### config.mk
export PLATFORM = sky130hd
export DESIGN_NAME = full_adder
export DESIGN_NICKNAME = d
export VERILOG_FILES = /design/src/rtl/full_adder.sv
export SDC_FILE = /design/constraint.sdc
export NUM_CORES = 1
export LEC_CHECK = 0
export BUFFER_PORTS_ARGS = -buffer_cell sky130_fd_sc_hd__buf_2
export CORE_UTILIZATION = 40
export DETAILED_ROUTE_END_ITERATION = 16
export PLACE_DENSITY = 0.6
export SETUP_SLACK_MARGIN = 0.02
export SLEW_MARGIN = 10
export SYNTH_ARGS = -nofsm -noshare
export SYNTH_HDL_FRONTEND = slang
export SYNTH_SLANG_ARGS = --single-unit
### constraint.sdc
create_clock -name clk -period 5.1 [get_ports clk]
set_input_delay 1.02 -clock clk [delete_from_list [all_inputs] [get_ports clk]]
set_output_delay 1.02 -clock clk [all_outputs]
set_load 0.02 [all_outputs]
### src/rtl/full_adder.sv
// 1-bit full adder leaf cell with a clocked side-band: output register stage,
// bit-serial add channel and saturating activity counters.
module full_adder #(
  parameter int unsigned CNT_W = 16
) (
  input  logic             clk,
  input  logic             rst_n,
  input  logic             a,
  input  logic             b,
  input  logic             c_in,
  output logic             sum,
  output logic             c_out,
  input  logic             en,
  output logic             sum_q,
  output logic             c_out_q,
  output logic             valid_q,
  input  logic             ser_en,
  input  logic             ser_start,
  input  logic             ser_a,
  input  logic             ser_b,
  output logic             ser_sum_q,
  output logic             ser_carry_q,
  output logic [CNT_W-1:0] op_cnt,
  output logic [CNT_W-1:0] carry_cnt
);

  logic             sum_d, c_out_d, valid_d;
  logic             ser_sum_d, ser_carry_d, ser_cin;
  logic [CNT_W-1:0] op_cnt_q, op_cnt_d;
  logic [CNT_W-1:0] carry_cnt_q, carry_cnt_d;

  // Core path depends only on a/b/c_in so it works with clk idle and rst_n floating.
  always_comb begin
    sum   = a ^ b ^ c_in;
    c_out = (a & b) | (a & c_in) | (b & c_in);
  end

  always_comb begin
    sum_d       = sum_q;
    c_out_d     = c_out_q;
    valid_d     = 1'b0;
    op_cnt_d    = op_cnt_q;
    carry_cnt_d = carry_cnt_q;
    if (en) begin
      sum_d   = sum;
      c_out_d = c_out;
      valid_d = 1'b1;
      if (op_cnt_q != '1) begin
        op_cnt_d = op_cnt_q + CNT_W'(1);
      end
      if (c_out && (carry_cnt_q != '1)) begin
        carry_cnt_d = carry_cnt_q + CNT_W'(1);
      end
    end
  end

  // ser_start reseeds from c_in, dropping any carry left by an aborted operation.
  always_comb begin
    ser_cin     = ser_start ? c_in : ser_carry_q;
    ser_sum_d   = ser_sum_q;
    ser_carry_d = ser_carry_q;
    if (ser_en) begin
      ser_sum_d   = ser_a ^ ser_b ^ ser_cin;
      ser_carry_d = (ser_a & ser_b) | (ser_a & ser_cin) | (ser_b & ser_cin);
    end
  end

  always_ff @(posedge clk or negedge rst_n) begin
    if (!rst_n) begin
      sum_q       <= 1'b0;
      c_out_q     <= 1'b0;
      valid_q     <= 1'b0;
      ser_sum_q   <= 1'b0;
      ser_carry_q <= 1'b0;
      op_cnt_q    <= '0;
      carry_cnt_q <= '0;
    end else begin
      sum_q       <= sum_d;
      c_out_q     <= c_out_d;
      valid_q     <= valid_d;
      ser_sum_q   <= ser_sum_d;
      ser_carry_q <= ser_carry_d;
      op_cnt_q    <= op_cnt_d;
      carry_cnt_q <= carry_cnt_d;
    end
  end

  assign op_cnt    = op_cnt_q;
  assign carry_cnt = carry_cnt_q;

endmodule

==> flow_summary.yaml <==
setup_path:
  r2r_setup_slack_ps: 3330
  crit_fanout: 2
  required_ps: 4080
  end_kind: "output pin"
  cp.arrival_ps: 1840
  path_class: "input pin to output pin"
  startpoint_type: "input pin"
floorplanning:
  start_util_pct: 42.6
  core_mm2: 0.00447
  rows: 24
  die_h_um: 71.0
  io_pins: 49
  die_w_um: 71.0
  die_area_mm2: 0.00505
yosys:
  syn_nets: 184
  yosys_warnings: 0
  avgSynthCellArea_um2: 11.2
  synth_top_area_share_pct: 48.6
  yosys-top-cells-area: "dfrtp_1 49%, xor2_1 9.2%, nand3_1 3.4%"
  seq_area_frac_synth_pct: 48.6
  synth_edf_count: 0
  synthFlopType: "dfrtp_1"
  ys_ff_latch: 37
  async_flop_share_pct: 100
  synth_area_mm2: 0.00191
  netlist.top_cell.by_area: "dfrtp_1"
  ys_types: 37
  syn_inst: 170
timing:
  hold_violations: 0
  period_needed_ps: 2860
  relSlewSlack_pct: 45.3
  fin_skew_ps: 4.80
  worstMarginPinSlew_ps: 821
  fin_setup_tns_ps: 0
  setup_viol: 0
  fin_crit_sh_pct: 56.2
  drv_slew: 0
  rsz0062_at_grt: "no"
  fmax_mhz: 349
drt:
  highest_layer: "met4"
  via_per_inst: 5.26
  wl_met2_um: 1570
  routed_wl_um: 3800
  final_antenna_net_count: 0
  dr.pass1.iters: 12
  drt-met1-wl_um: 2000
  drc_errors: 5
  wl_met3_um: 185
  drt_iter0_markers: 120
  vias: 1440
  wire_per_inst_um: 13.9
clocking:
  path_clk_slew_ps: 70
  clockBufferDepth: 2
  htreeDepth: 2
  clk_latency_ps: 280
  cts-root-buf: "clkbuf_8"
  numCtsBuffers: 5
  cts_hold_buffers: 0
  postCtsSetupRepairBufs: 0
  cts_tree: "yes"
  cts_resized: 0
  numClockSinks: 37
global_route:
  grt_max_degree: 38
  first_global_vias: 1294
  grt_antenna_before_repair: 0
  grt_usage_pct: 16.2
  grt_pass1_wl_um: 6350
  grt.overflow.total: 0
finish:
  diodes: 0
  areaGrowthSynthToFinish_pct: 19.2
  fillers: 417
  num-nets-final: 235
  drive_above_1_share_pct: 32.0
outcome:
  failed_checks: "design-rule violations"
  status: "complete, but fails checks"
placement:
  gp_congestion: 0.778
  portBuffers: 48
  hpwl_um: 2750
min_path:
  min_path_type: "flop to flop"
power_and_ir_drop:
  leakagePower_nw: 1.18
  power_w: 0.000881
  ir_drop_uv: 268
  cellPowerDensity_mw_per_mm2: 388
run:
  drv_cap: 0
==> power breakdown <==
part           total, W  internal, W  leakage, nW  switching [W]
combinational  0.000264     0.000101        0.660       0.000163
clock          0.000197    0.0000972       0.0395      0.0000994
sequential     0.000420     0.000351        0.477      0.0000693
total          0.000881     0.000549         1.18       0.000332
==> sequential cells by signal, summed over array words and instances (netlist names) <==
register	count
c_out_q	1
carry_cnt	16
op_cnt	16
ser_carry_q	1
ser_sum_q	1
sum_q	1
valid_q	1
==> final timing paths <==
kind	start	endpoint	cells past startpoint
hold / removal	sum_q$_DFFE_PN0P_	sum_q$_DFFE_PN0P_	1
setup / recovery	a	sum	3
max in group asynchronous	rst_n	carry_cnt[10]$_DFFE_PN0P_	1
setup reg to reg	op_cnt[0]$_DFFE_PN0P_	op_cnt[1]$_DFFE_PN0P_	5
min in group asynchronous	rst_n	op_cnt[10]$_DFFE_PN0P_	1
hold reg to reg	sum_q$_DFFE_PN0P_	sum_q$_DFFE_PN0P_	1
==> synth_stat cells, types with 4 or more instances <==
cell type,n
xor2_1,20
and3_1,7
nand3_1,13
mux2_2,4
dfrtp_1,37
nand4_1,10
nand4_2,4
xnor2_1,5
nor3_1,10
nand2_1,12
nor2_1,7
==> metal layers <==
metal,track usage [%],up-vias
met5,0,-
met4,5.33,0
met3,3.85,4
met2,23.0,45
met1,24.4,676
li1,-,715
==> logic make-up (layout without fill, tap and decap cells) <==
family	count (synthesis)	count (layout)	share of synthesized area (%)
buffers and inverters	6	58	1.44
AO/OA/AOI/OAI	12	12	3.81
multiplexers	9	9	5.91
flip-flops	37	37	48.6
AND/OR/NAND/NOR	77	77	25.4
adder cells (fa/ha/maj)	4	4	3.41
XOR/XNOR	25	25	11.5
==> cell usage in the layout, fill, tap and decap left out, types with 3 or more instances in the layout <==
master    instances
xnor2_1           5
buf_2            48
nand3_1          13
o21ai_0           3
and3_1            7
a31oi_1           3
mux2_4            3
nand4_2           4
mux2_2            4
xor2_1           20
clkbuf_8          5
nor2_1            7
a21oi_1           3
nor3_1           10
dfrtp_1          37
clkbuf_1          3
nand4_1          10
nand2_1          12
==> critical path, cell delays in order <==
cell	delay [ps]
buf_2	110
fa_1	550
buf_2	170
==> layout make-up <==
type,instances,area [um2],area share [%]
Inverter,2,7.51,0.330
Clock buffer,8,80.1,3.52
Multi-Input combinational cell,127,953,42.0
Timing Repair Buffer,48,240,10.6
Sequential cell,37,926,40.7
Tap cell,52,65.1,2.86
==> stage by stage <==
step	cell area, um2	worst slack (ps)	instances	hold WS (ps)	util, %
after global routing	2270	2210	274	524	50.8
after floorplan	1910	2410	170	606	-
after global placement	2190	2250	266	485	49.0
after detailed placement	2190	2240	266	493	49.0
final	2270	2240	274	503	50.8
after CTS	2270	2240	274	508	50.8
(Power assumes the default switching activity.)
